[config.mk]
export PLATFORM = sky130hd
export DESIGN_NAME = mem_stage_flat
export DESIGN_NICKNAME = d
export VERILOG_FILES = /design/src/rtl/mem_stage_if.sv /design/src/rtl/mem_stage.sv /design/src/flat_wrapper.sv
export SDC_FILE = /design/constraint.sdc
export NUM_CORES = 1
export LEC_CHECK = 0
export BUFFER_PORTS_ARGS = -buffer_cell sky130_fd_sc_hd__buf_2
export CORE_AREA = 2 2 209 211
export DETAILED_ROUTE_END_ITERATION = 12
export DIE_AREA = 0 0 211 213
export GPL_TIMING_DRIVEN = 0
export PLACE_DENSITY = 0.55
export SLEW_MARGIN = 20
export SYNTH_ARGS = -nofsm -noshare
export SYNTH_HDL_FRONTEND = slang
export SYNTH_SLANG_ARGS = --single-unit
export TNS_END_PERCENT = 50
[constraint.sdc]
create_clock -name clk_i -period 1.9 [get_ports clk_i]
set_clock_uncertainty 0.1 [all_clocks]
set_input_delay 0.19 -clock clk_i [delete_from_list [all_inputs] [get_ports clk_i]]
set_output_delay 0.19 -clock clk_i [all_outputs]
set_load 0.01 [all_outputs]
[src/rtl/mem_stage_if.sv]
// Signals of the memory stage: EX input bundle, WB output bundle, SRAM-like data bus
// and ID hazard hints. The master modport is the stage and the slave modport is its environment.
interface mem_stage_if #(
  parameter int unsigned SideW = 64
);
  logic             in_valid;
  logic             in_ready;
  logic [31:0]      ex_pc;
  logic [31:0]      ex_alu_result;
  logic [31:0]      ex_wdata;
  logic [7:0]       ex_mem_op;
  logic             ex_gr_we;
  logic             ex_res_from_mem;
  logic             ex_ertn;
  logic             ex_has_exception;
  logic [4:0]       ex_dest;
  logic [5:0]       ex_ecode;
  logic [8:0]       ex_esubcode;
  logic [SideW-1:0] ex_side;
  logic             flush;

  logic             data_req;
  logic             data_wr;
  logic [1:0]       data_size;
  logic [3:0]       data_wstrb;
  logic [31:0]      data_addr;
  logic [31:0]      data_wdata;
  logic             data_addr_ok;
  logic             data_data_ok;
  logic [31:0]      data_rdata;

  logic             out_valid;
  logic             out_ready;
  logic [31:0]      wb_pc;
  logic [31:0]      wb_alu_result;
  logic [31:0]      wb_rdata;
  logic [31:0]      wb_maddr;
  logic [7:0]       wb_mem_op;
  logic             wb_gr_we;
  logic             wb_res_from_mem;
  logic             wb_ertn;
  logic             wb_has_exception;
  logic [4:0]       wb_dest;
  logic [5:0]       wb_ecode;
  logic [8:0]       wb_esubcode;
  logic [SideW-1:0] wb_side;

  logic [4:0]       ms_dest;
  logic             ms_gr_we;
  logic             ms_load_pending;

  modport master (
    input  in_valid, ex_pc, ex_alu_result, ex_wdata, ex_mem_op, ex_gr_we, ex_res_from_mem,
           ex_ertn, ex_has_exception, ex_dest, ex_ecode, ex_esubcode, ex_side, flush,
           data_addr_ok, data_data_ok, data_rdata, out_ready,
    output in_ready, data_req, data_wr, data_size, data_wstrb, data_addr, data_wdata,
           out_valid, wb_pc, wb_alu_result, wb_rdata, wb_maddr, wb_mem_op, wb_gr_we,
           wb_res_from_mem, wb_ertn, wb_has_exception, wb_dest, wb_ecode, wb_esubcode,
           wb_side, ms_dest, ms_gr_we, ms_load_pending
  );

  modport slave (
    output in_valid, ex_pc, ex_alu_result, ex_wdata, ex_mem_op, ex_gr_we, ex_res_from_mem,
           ex_ertn, ex_has_exception, ex_dest, ex_ecode, ex_esubcode, ex_side, flush,
           data_addr_ok, data_data_ok, data_rdata, out_ready,
    input  in_ready, data_req, data_wr, data_size, data_wstrb, data_addr, data_wdata,
           out_valid, wb_pc, wb_alu_result, wb_rdata, wb_maddr, wb_mem_op, wb_gr_we,
           wb_res_from_mem, wb_ertn, wb_has_exception, wb_dest, wb_ecode, wb_esubcode,
           wb_side, ms_dest, ms_gr_we, ms_load_pending
  );
endinterface

[src/rtl/mem_stage.sv]
// Memory-access pipeline stage: holds one instruction, issues at most one data-bus
// transaction for it, flags misaligned accesses and hands the result to write-back.
module mem_stage #(
  parameter int unsigned SideW = 64
) (
  input  logic        clk_i,
  input  logic        rst_ni,
  mem_stage_if.master bus
);
  typedef enum logic [2:0] {StIdle, StReq, StWait, StDone, StDropReq, StDropWait} state_e;

  state_e           state_q;
  logic [31:0]      pc_q, alu_q, rdata_q, maddr_q, wdata_q;
  logic [7:0]       mem_op_q;
  logic             gr_we_q, res_from_mem_q, ertn_q, exc_q, wr_q;
  logic [4:0]       dest_q;
  logic [5:0]       ecode_q;
  logic [8:0]       esub_q;
  logic [SideW-1:0] side_q;
  logic [1:0]       size_q;
  logic [3:0]       wstrb_q;

  logic [7:0]  op;
  logic [1:0]  a;
  logic        in_ready, accept, ale, ale_own, exc_d, req_d;
  logic [1:0]  size_d;
  logic [3:0]  wstrb_d;
  logic [31:0] wdata_d;

  assign op       = bus.ex_mem_op;
  assign a        = bus.ex_alu_result[1:0];
  assign in_ready = (state_q == StIdle) | ((state_q == StDone) & bus.out_ready);
  assign accept   = bus.in_valid & in_ready & ~bus.flush;

  always_comb begin
    ale     = ((op[1] | op[4] | op[6]) & a[0]) | ((op[2] | op[7]) & (a != 2'b00));
    // An exception raised upstream keeps its own code; ALE only reports when it is first.
    ale_own = ale & ~bus.ex_has_exception;
    exc_d   = bus.ex_has_exception | ale;
    req_d   = (|op) & ~exc_d & ~bus.ex_ertn;
    size_d  = 2'd2;
    wstrb_d = 4'b0000;
    wdata_d = 32'h0;
    if (op[0] | op[3] | op[5]) begin
      size_d = 2'd0;
    end else if (op[1] | op[4] | op[6]) begin
      size_d = 2'd1;
    end
    if (op[5]) begin
      wstrb_d = 4'b0001 << a;
      wdata_d = {4{bus.ex_wdata[7:0]}};
    end else if (op[6]) begin
      wstrb_d = a[1] ? 4'b1100 : 4'b0011;
      wdata_d = {2{bus.ex_wdata[15:0]}};
    end else if (op[7]) begin
      wstrb_d = 4'b1111;
      wdata_d = bus.ex_wdata;
    end
  end

  always_ff @(posedge clk_i or negedge rst_ni) begin
    if (!rst_ni) begin
      state_q        <= StIdle;
      pc_q           <= '0;
      alu_q          <= '0;
      rdata_q        <= '0;
      maddr_q        <= '0;
      wdata_q        <= '0;
      mem_op_q       <= '0;
      gr_we_q        <= 1'b0;
      res_from_mem_q <= 1'b0;
      ertn_q         <= 1'b0;
      exc_q          <= 1'b0;
      wr_q           <= 1'b0;
      dest_q         <= '0;
      ecode_q        <= '0;
      esub_q         <= '0;
      side_q         <= '0;
      size_q         <= '0;
      wstrb_q        <= '0;
    end else if (accept) begin
      state_q        <= req_d ? StReq : StDone;
      pc_q           <= bus.ex_pc;
      alu_q          <= bus.ex_alu_result;
      rdata_q        <= '0;
      maddr_q        <= ale_own ? bus.ex_alu_result : 32'h0;
      wdata_q        <= wdata_d;
      mem_op_q       <= op;
      gr_we_q        <= bus.ex_gr_we;
      res_from_mem_q <= bus.ex_res_from_mem;
      ertn_q         <= bus.ex_ertn;
      exc_q          <= exc_d;
      wr_q           <= |op[7:5];
      dest_q         <= bus.ex_dest;
      ecode_q        <= ale_own ? 6'h09 : bus.ex_ecode;
      esub_q         <= ale_own ? 9'h0 : bus.ex_esubcode;
      side_q         <= bus.ex_side;
      size_q         <= size_d;
      wstrb_q        <= wstrb_d;
    end else begin
      unique case (state_q)
        StIdle: state_q <= StIdle;
        StReq: begin
          // A raised request is never withdrawn; a flush only marks the response as dead.
          if (bus.flush) begin
            state_q <= bus.data_addr_ok ? StDropWait : StDropReq;
          end else if (bus.data_addr_ok) begin
            state_q <= StWait;
          end
        end
        StWait: begin
          if (bus.flush) begin
            state_q <= bus.data_data_ok ? StIdle : StDropWait;
          end else if (bus.data_data_ok) begin
            state_q <= StDone;
            if (|mem_op_q[4:0]) rdata_q <= bus.data_rdata;
          end
        end
        StDone:     if (bus.flush || bus.out_ready) state_q <= StIdle;
        StDropReq:  if (bus.data_addr_ok) state_q <= StDropWait;
        StDropWait: if (bus.data_data_ok) state_q <= StIdle;
        default:    state_q <= StIdle;
      endcase
    end
  end

  assign bus.in_ready         = in_ready;
  assign bus.out_valid        = (state_q == StDone) & ~bus.flush;
  assign bus.data_req         = (state_q == StReq) | (state_q == StDropReq);
  assign bus.data_wr          = wr_q;
  assign bus.data_size        = size_q;
  assign bus.data_wstrb       = wstrb_q;
  assign bus.data_addr        = alu_q;
  assign bus.data_wdata       = wdata_q;
  assign bus.wb_pc            = pc_q;
  assign bus.wb_alu_result    = alu_q;
  assign bus.wb_rdata         = rdata_q;
  assign bus.wb_maddr         = maddr_q;
  assign bus.wb_mem_op        = mem_op_q;
  assign bus.wb_gr_we         = gr_we_q;
  assign bus.wb_res_from_mem  = res_from_mem_q;
  assign bus.wb_ertn          = ertn_q;
  assign bus.wb_has_exception = exc_q;
  assign bus.wb_dest          = dest_q;
  assign bus.wb_ecode         = ecode_q;
  assign bus.wb_esubcode      = esub_q;
  assign bus.wb_side          = side_q;
  assign bus.ms_dest          = dest_q;
  assign bus.ms_gr_we         = gr_we_q &
                                ((state_q == StReq) | (state_q == StWait) | (state_q == StDone));
  assign bus.ms_load_pending  = ((state_q == StReq) | (state_q == StWait)) & res_from_mem_q;
endmodule

[src/flat_wrapper.sv]
// flat-port wrapper written by rule: the top's interface ports become plain ports
module mem_stage_flat 
#(
  parameter int unsigned SideW = 64
)
  (clk_i, rst_ni, bus_in_valid, bus_ex_pc, bus_ex_alu_result, bus_ex_wdata, bus_ex_mem_op, bus_ex_gr_we, bus_ex_res_from_mem, bus_ex_ertn, bus_ex_has_exception, bus_ex_dest, bus_ex_ecode, bus_ex_esubcode, bus_ex_side, bus_flush, bus_data_addr_ok, bus_data_data_ok, bus_data_rdata, bus_out_ready, bus_in_ready, bus_data_req, bus_data_wr, bus_data_size, bus_data_wstrb, bus_data_addr, bus_data_wdata, bus_out_valid, bus_wb_pc, bus_wb_alu_result, bus_wb_rdata, bus_wb_maddr, bus_wb_mem_op, bus_wb_gr_we, bus_wb_res_from_mem, bus_wb_ertn, bus_wb_has_exception, bus_wb_dest, bus_wb_ecode, bus_wb_esubcode, bus_wb_side, bus_ms_dest, bus_ms_gr_we, bus_ms_load_pending);
  mem_stage_if #(.SideW(SideW)) bus_i ();
  input  logic clk_i;
  input  logic rst_ni;
  input wire logic [$bits(bus_i.in_valid)-1:0] bus_in_valid;
  input wire logic [$bits(bus_i.ex_pc)-1:0] bus_ex_pc;
  input wire logic [$bits(bus_i.ex_alu_result)-1:0] bus_ex_alu_result;
  input wire logic [$bits(bus_i.ex_wdata)-1:0] bus_ex_wdata;
  input wire logic [$bits(bus_i.ex_mem_op)-1:0] bus_ex_mem_op;
  input wire logic [$bits(bus_i.ex_gr_we)-1:0] bus_ex_gr_we;
  input wire logic [$bits(bus_i.ex_res_from_mem)-1:0] bus_ex_res_from_mem;
  input wire logic [$bits(bus_i.ex_ertn)-1:0] bus_ex_ertn;
  input wire logic [$bits(bus_i.ex_has_exception)-1:0] bus_ex_has_exception;
  input wire logic [$bits(bus_i.ex_dest)-1:0] bus_ex_dest;
  input wire logic [$bits(bus_i.ex_ecode)-1:0] bus_ex_ecode;
  input wire logic [$bits(bus_i.ex_esubcode)-1:0] bus_ex_esubcode;
  input wire logic [$bits(bus_i.ex_side)-1:0] bus_ex_side;
  input wire logic [$bits(bus_i.flush)-1:0] bus_flush;
  input wire logic [$bits(bus_i.data_addr_ok)-1:0] bus_data_addr_ok;
  input wire logic [$bits(bus_i.data_data_ok)-1:0] bus_data_data_ok;
  input wire logic [$bits(bus_i.data_rdata)-1:0] bus_data_rdata;
  input wire logic [$bits(bus_i.out_ready)-1:0] bus_out_ready;
  output wire logic [$bits(bus_i.in_ready)-1:0] bus_in_ready;
  output wire logic [$bits(bus_i.data_req)-1:0] bus_data_req;
  output wire logic [$bits(bus_i.data_wr)-1:0] bus_data_wr;
  output wire logic [$bits(bus_i.data_size)-1:0] bus_data_size;
  output wire logic [$bits(bus_i.data_wstrb)-1:0] bus_data_wstrb;
  output wire logic [$bits(bus_i.data_addr)-1:0] bus_data_addr;
  output wire logic [$bits(bus_i.data_wdata)-1:0] bus_data_wdata;
  output wire logic [$bits(bus_i.out_valid)-1:0] bus_out_valid;
  output wire logic [$bits(bus_i.wb_pc)-1:0] bus_wb_pc;
  output wire logic [$bits(bus_i.wb_alu_result)-1:0] bus_wb_alu_result;
  output wire logic [$bits(bus_i.wb_rdata)-1:0] bus_wb_rdata;
  output wire logic [$bits(bus_i.wb_maddr)-1:0] bus_wb_maddr;
  output wire logic [$bits(bus_i.wb_mem_op)-1:0] bus_wb_mem_op;
  output wire logic [$bits(bus_i.wb_gr_we)-1:0] bus_wb_gr_we;
  output wire logic [$bits(bus_i.wb_res_from_mem)-1:0] bus_wb_res_from_mem;
  output wire logic [$bits(bus_i.wb_ertn)-1:0] bus_wb_ertn;
  output wire logic [$bits(bus_i.wb_has_exception)-1:0] bus_wb_has_exception;
  output wire logic [$bits(bus_i.wb_dest)-1:0] bus_wb_dest;
  output wire logic [$bits(bus_i.wb_ecode)-1:0] bus_wb_ecode;
  output wire logic [$bits(bus_i.wb_esubcode)-1:0] bus_wb_esubcode;
  output wire logic [$bits(bus_i.wb_side)-1:0] bus_wb_side;
  output wire logic [$bits(bus_i.ms_dest)-1:0] bus_ms_dest;
  output wire logic [$bits(bus_i.ms_gr_we)-1:0] bus_ms_gr_we;
  output wire logic [$bits(bus_i.ms_load_pending)-1:0] bus_ms_load_pending;
  assign bus_i.in_valid = bus_in_valid;
  assign bus_i.ex_pc = bus_ex_pc;
  assign bus_i.ex_alu_result = bus_ex_alu_result;
  assign bus_i.ex_wdata = bus_ex_wdata;
  assign bus_i.ex_mem_op = bus_ex_mem_op;
  assign bus_i.ex_gr_we = bus_ex_gr_we;
  assign bus_i.ex_res_from_mem = bus_ex_res_from_mem;
  assign bus_i.ex_ertn = bus_ex_ertn;
  assign bus_i.ex_has_exception = bus_ex_has_exception;
  assign bus_i.ex_dest = bus_ex_dest;
  assign bus_i.ex_ecode = bus_ex_ecode;
  assign bus_i.ex_esubcode = bus_ex_esubcode;
  assign bus_i.ex_side = bus_ex_side;
  assign bus_i.flush = bus_flush;
  assign bus_i.data_addr_ok = bus_data_addr_ok;
  assign bus_i.data_data_ok = bus_data_data_ok;
  assign bus_i.data_rdata = bus_data_rdata;
  assign bus_i.out_ready = bus_out_ready;
  assign bus_in_ready = bus_i.in_ready;
  assign bus_data_req = bus_i.data_req;
  assign bus_data_wr = bus_i.data_wr;
  assign bus_data_size = bus_i.data_size;
  assign bus_data_wstrb = bus_i.data_wstrb;
  assign bus_data_addr = bus_i.data_addr;
  assign bus_data_wdata = bus_i.data_wdata;
  assign bus_out_valid = bus_i.out_valid;
  assign bus_wb_pc = bus_i.wb_pc;
  assign bus_wb_alu_result = bus_i.wb_alu_result;
  assign bus_wb_rdata = bus_i.wb_rdata;
  assign bus_wb_maddr = bus_i.wb_maddr;
  assign bus_wb_mem_op = bus_i.wb_mem_op;
  assign bus_wb_gr_we = bus_i.wb_gr_we;
  assign bus_wb_res_from_mem = bus_i.wb_res_from_mem;
  assign bus_wb_ertn = bus_i.wb_ertn;
  assign bus_wb_has_exception = bus_i.wb_has_exception;
  assign bus_wb_dest = bus_i.wb_dest;
  assign bus_wb_ecode = bus_i.wb_ecode;
  assign bus_wb_esubcode = bus_i.wb_esubcode;
  assign bus_wb_side = bus_i.wb_side;
  assign bus_ms_dest = bus_i.ms_dest;
  assign bus_ms_gr_we = bus_i.ms_gr_we;
  assign bus_ms_load_pending = bus_i.ms_load_pending;
  mem_stage #(.SideW(SideW)) u_core (.clk_i(clk_i), .rst_ni(rst_ni), .bus(bus_i));
endmodule
==> reports/results.tsv <==
stage	metric	value	unit
pwr	switchingPower	10.1	mW
detailed_routing	drcViolationCount	0	
timing	layout_setup_ws	-0.0907	ns
logic_synthesis	synthesis.instances	1187	
final_layout	seq_area	6660	sq um
final_layout	fin_nets	2228	
min_path	hold_class	primary input to flip-flop	
pwr	switching_share	37.7	%
final_layout	syn_to_final_growth	64.9	%
global_route	first_global_vias	11800	
global_route	grt_first_pass_wirelength	66.8	mm
critical_path	worstPathRequired	2.25	ns
run	drv_cap	0	
critical_path	critical_path.max_stage_delay	0.53	ns
place	globalplace.congestion	0.878	
clock_tree	h-tree-depth	1	
critical_path	crit_path_end_kind	flip-flop	
timing	rsz0062_at_grt	yes	
clock_tree	cts_tree	done	
logic_synthesis	avgSynthCellArea	9.30	sq um
critical_path	slowest_stage	or4_4	
logic_synthesis	async_flop_share	100	%
timing	layout_min_cycle_time	1.99	ns
detailed_routing	drt_iter0_drc	814	
final_layout	fillers	4148	
detailed_routing	via_per_inst	4.49	
timing	finalCritPeriodShare	105	%
timing	hold_slack	0.0915	ns
critical_path	cp_max_fo	8	
die	initial_core_util	25.9	%
die	core_area	42700	sq um
final_layout	utilization	42.6	%
logic_synthesis	synth-warning-count	0	
timing	maxSlewViolCount	0	
detailed_routing	wl	44.9	mm
global_route	grt_max_degree	95	
pwr	powerDensity	1470	nW/um^2
pwr	p_clk_share	21.4	%
clock_tree	cts_root_buf	clkbuf_16	
final_layout	drive_above_1_share	35.6	%
logic_synthesis	ys.flop_type	dfrtp_1	
clock_tree	cts_buffers	30	
logic_synthesis	post_synth_num_cell_types	46	
place	dpl.hpwl	31.9	mm
clock_tree	clk-insertion-delay-late	0.56	ns
pwr	power_frac_comb	41.9	%
logic_synthesis	synthTopCellsByArea	dfrtp_1, nand2_1, buf_4, a31o_1, and3_1	
clock_tree	cts_sinks	266	
critical_path	path_delay_family	simple AND/OR/NAND/NOR gates	
detailed_routing	dr.pass1.iters	5	
logic_synthesis	yosysTopAreaCellShare	60.3	%
run_status	violations	setup timing	
detailed_routing	detail_route.wl_per_cell	17.5	um
timing	relSlewSlack	50.1	%
detailed_routing	postRouteAntennaNets	0	
logic_synthesis	synth_nets	1418	
pwr	p_leak	9.87	nW
place	place.port_buffers	534	
logic_synthesis	syn_area	11000	sq um
critical_path	worst_setup_path_start_kind	flip-flop	
critical_path	worstPathCellList	or4_4 -> o2111ai_4 -> nand2_4 -> buf_6 -> a31o_1	
logic_synthesis	synth_edf_count	0	
global_route	track_usage	19.0	%
run_status	status	finished, violations left	
place	place_ws	-0.887	ns
logic_synthesis	synth_top_area_cell	dfrtp_1	
die	die_area	44900	sq um
clock_tree	clk_pin_slew	0.06	ns
critical_path	startpoint	u_core.bus.wb_mem_op[2]$_DFFE_PN0P_	
logic_synthesis	synth-seq-cells	266	
timing	clock.fmax	502	MHz
place	postPlaceCellArea	14500	sq um
final_layout	finalInstanceArea	18200	sq um
die	io_pins	536	
pwr	seqPwrFrac	36.8	%
min_path	hold_depth	4	
critical_path	worstRegToRegCells	5	
logic_synthesis	seq_area_frac_synth	60.3	%
die	die_h	213	um
min_path	min_from	bus_ex_mem_op[6]	
global_route	overflow	0	
timing	setup_viol	33	
global_route	antenna_found_initial	1	
timing	hold_violations	0	
pwr	irDropWorstVdd	996	uV
timing	max_slew.worst_pin.slew	0.746	ns
final_layout	multi_input_area	3790	sq um
pwr	internal-power	16.6	mW
die	die_x	211	um
critical_path	critical_path_depth	5	
clock_tree	clock_path_buffers	3	
critical_path	worst-path-buf-inv	1	
critical_path	critPathKind	flip-flop to flip-flop	
critical_path	arrival	2.34	ns
die	rows	76	
detailed_routing	num_vias	11500	
critical_path	rr_startpoint	u_core.bus.wb_mem_op[2]$_DFFE_PN0P_	
pwr	fin_total_pwr	26.7	mW
worst reg2reg max path, cell delays in order, from the launching register on:
cell	delay [ns]
dfrtp_1	0.43
or4_4	0.53
o2111ai_4	0.30
nand2_4	0.18
buf_6	0.17
a31o_1	0.17
cells in the final DEF, fill, tap and decap left out, drive strengths merged, types with 8 or more instances in the layout:
cell type and count:
a221oi 17, a31o 32, a31oi 10, and3 35, buf 636, clkbuf 81
dfrtp 266, dlygate4sd3 226, nand2 534, nand3 30, nor2 39, nor2b 15
o21ai 43, o31ai 8
sequential cells by signal, indices dropped and copies added (netlist names), 2 cells and up:
name,count
u_core.bus.wb_mem_op,8
u_core.bus.data_addr,32
u_core.bus.wb_side,64
u_core.bus.data_wstrb,4
u_core.bus.wb_ecode,6
u_core.bus.wb_rdata,32
u_core.bus.data_wdata,32
u_core.bus.data_size,2
u_core.bus.wb_maddr,32
u_core.state_q,3
u_core.bus.ms_dest,5
u_core.bus.wb_esubcode,9
u_core.bus.wb_pc,32
timing repair:
| item | CTS | global route |
|---|---|---|
| cloned | 3 | 1 |
| buffers inserted | 12 | 1 |
| hold buffers | 226 | 0 |
| hold endpoints to repair | 342 | 0 |
| gates resized for setup | 70 | 56 |
| pin swaps | 37 | 6 |
| setup endpoints to repair | 270 | 237 |
final timing paths:
| check | end | slack [ns] |
|---|---|---|
| max | u_core.bus.wb_rdata[27]$_DFFE_PN0P_ | -0.09 |
| min | u_core.bus.wb_mem_op[6]$_DFFE_PN0P_ | 0.09 |
| max reg2reg | u_core.bus.wb_rdata[27]$_DFFE_PN0P_ | -0.09 |
| min reg2reg | u_core.bus.data_wdata[7]$_DFFE_PN0P_ | 0.36 |
| max in group asynchronous | u_core.bus.wb_maddr[9]$_DFFE_PN0P_ | 0.61 |
| min in group asynchronous | u_core.bus.wb_rdata[14]$_DFFE_PN0P_ | 0.13 |
synthesized netlist by cell type (all sizes together) (4+ instances only):
master    n
a221oi   17
a31o     32
a31oi    10
and3     35
buf      88
clkbuf   29
dfrtp   266
inv       4
nand2   534
nand3    30
nor2     39
nor2b    15
o21ai    43
o31ai     8
through the flow:
stage	std cells	setup TNS, ns
after floorplan	1187	0
after global placement	2267	-1308.82
after detailed placement	2269	-112.00
after CTS	2563	-2.96
after global routing	2566	-5.06
final	2566	-2.45
power groups by stage:
stage / clock network (mW) / registers [mW] / logic, mW
floorplan: 0 / 10.9 / 4.12
global placement: 0 / 9.78 / 10.1
detailed placement: 0 / 9.85 / 10.2
CTS: 5.81 / 9.81 / 11.1
global route: 5.99 / 10.1 / 12.4
finish: 5.70 / 9.82 / 11.2
final cells by class:
cell class,count,area share [%]
tap,546,3.75
buffer,116,4.97
clock buffer,48,4.94
inverter,4,0.0825
timing repair buffer,779,28.5
clock inverter,6,0.316
antenna,1,0.0137
sequential,266,36.6
multi-input combinational,800,20.8
per-layer routing:
metal | wire length [um] | up-vias | GRT usage [%]
li1 | - | 5450 | -
met1 | 18500 | 5491 | 23.6
met2 | 21900 | 495 | 32.7
met3 | 3010 | 98 | 3.78
met4 | 1500 | 0 | 7.12
met5 | 0 | - | 0
cells by family (layout without fill, tap and decap cells):
kind of cell           after synthesis  in the layout  share of synthesized area [%]
AND/OR/NAND/NOR                    666            666                           24.5
flip-flops                         266            266                           60.3
AO/OA/AOI/OAI                      129            129                           8.52
buffers and inverters              121            953                           6.19
multiplexers                         4              4                          0.374
XOR/XNOR                             1              1                         0.0793
other                                0              1                              0
Note: power is estimated with default switching activity, not from simulation.
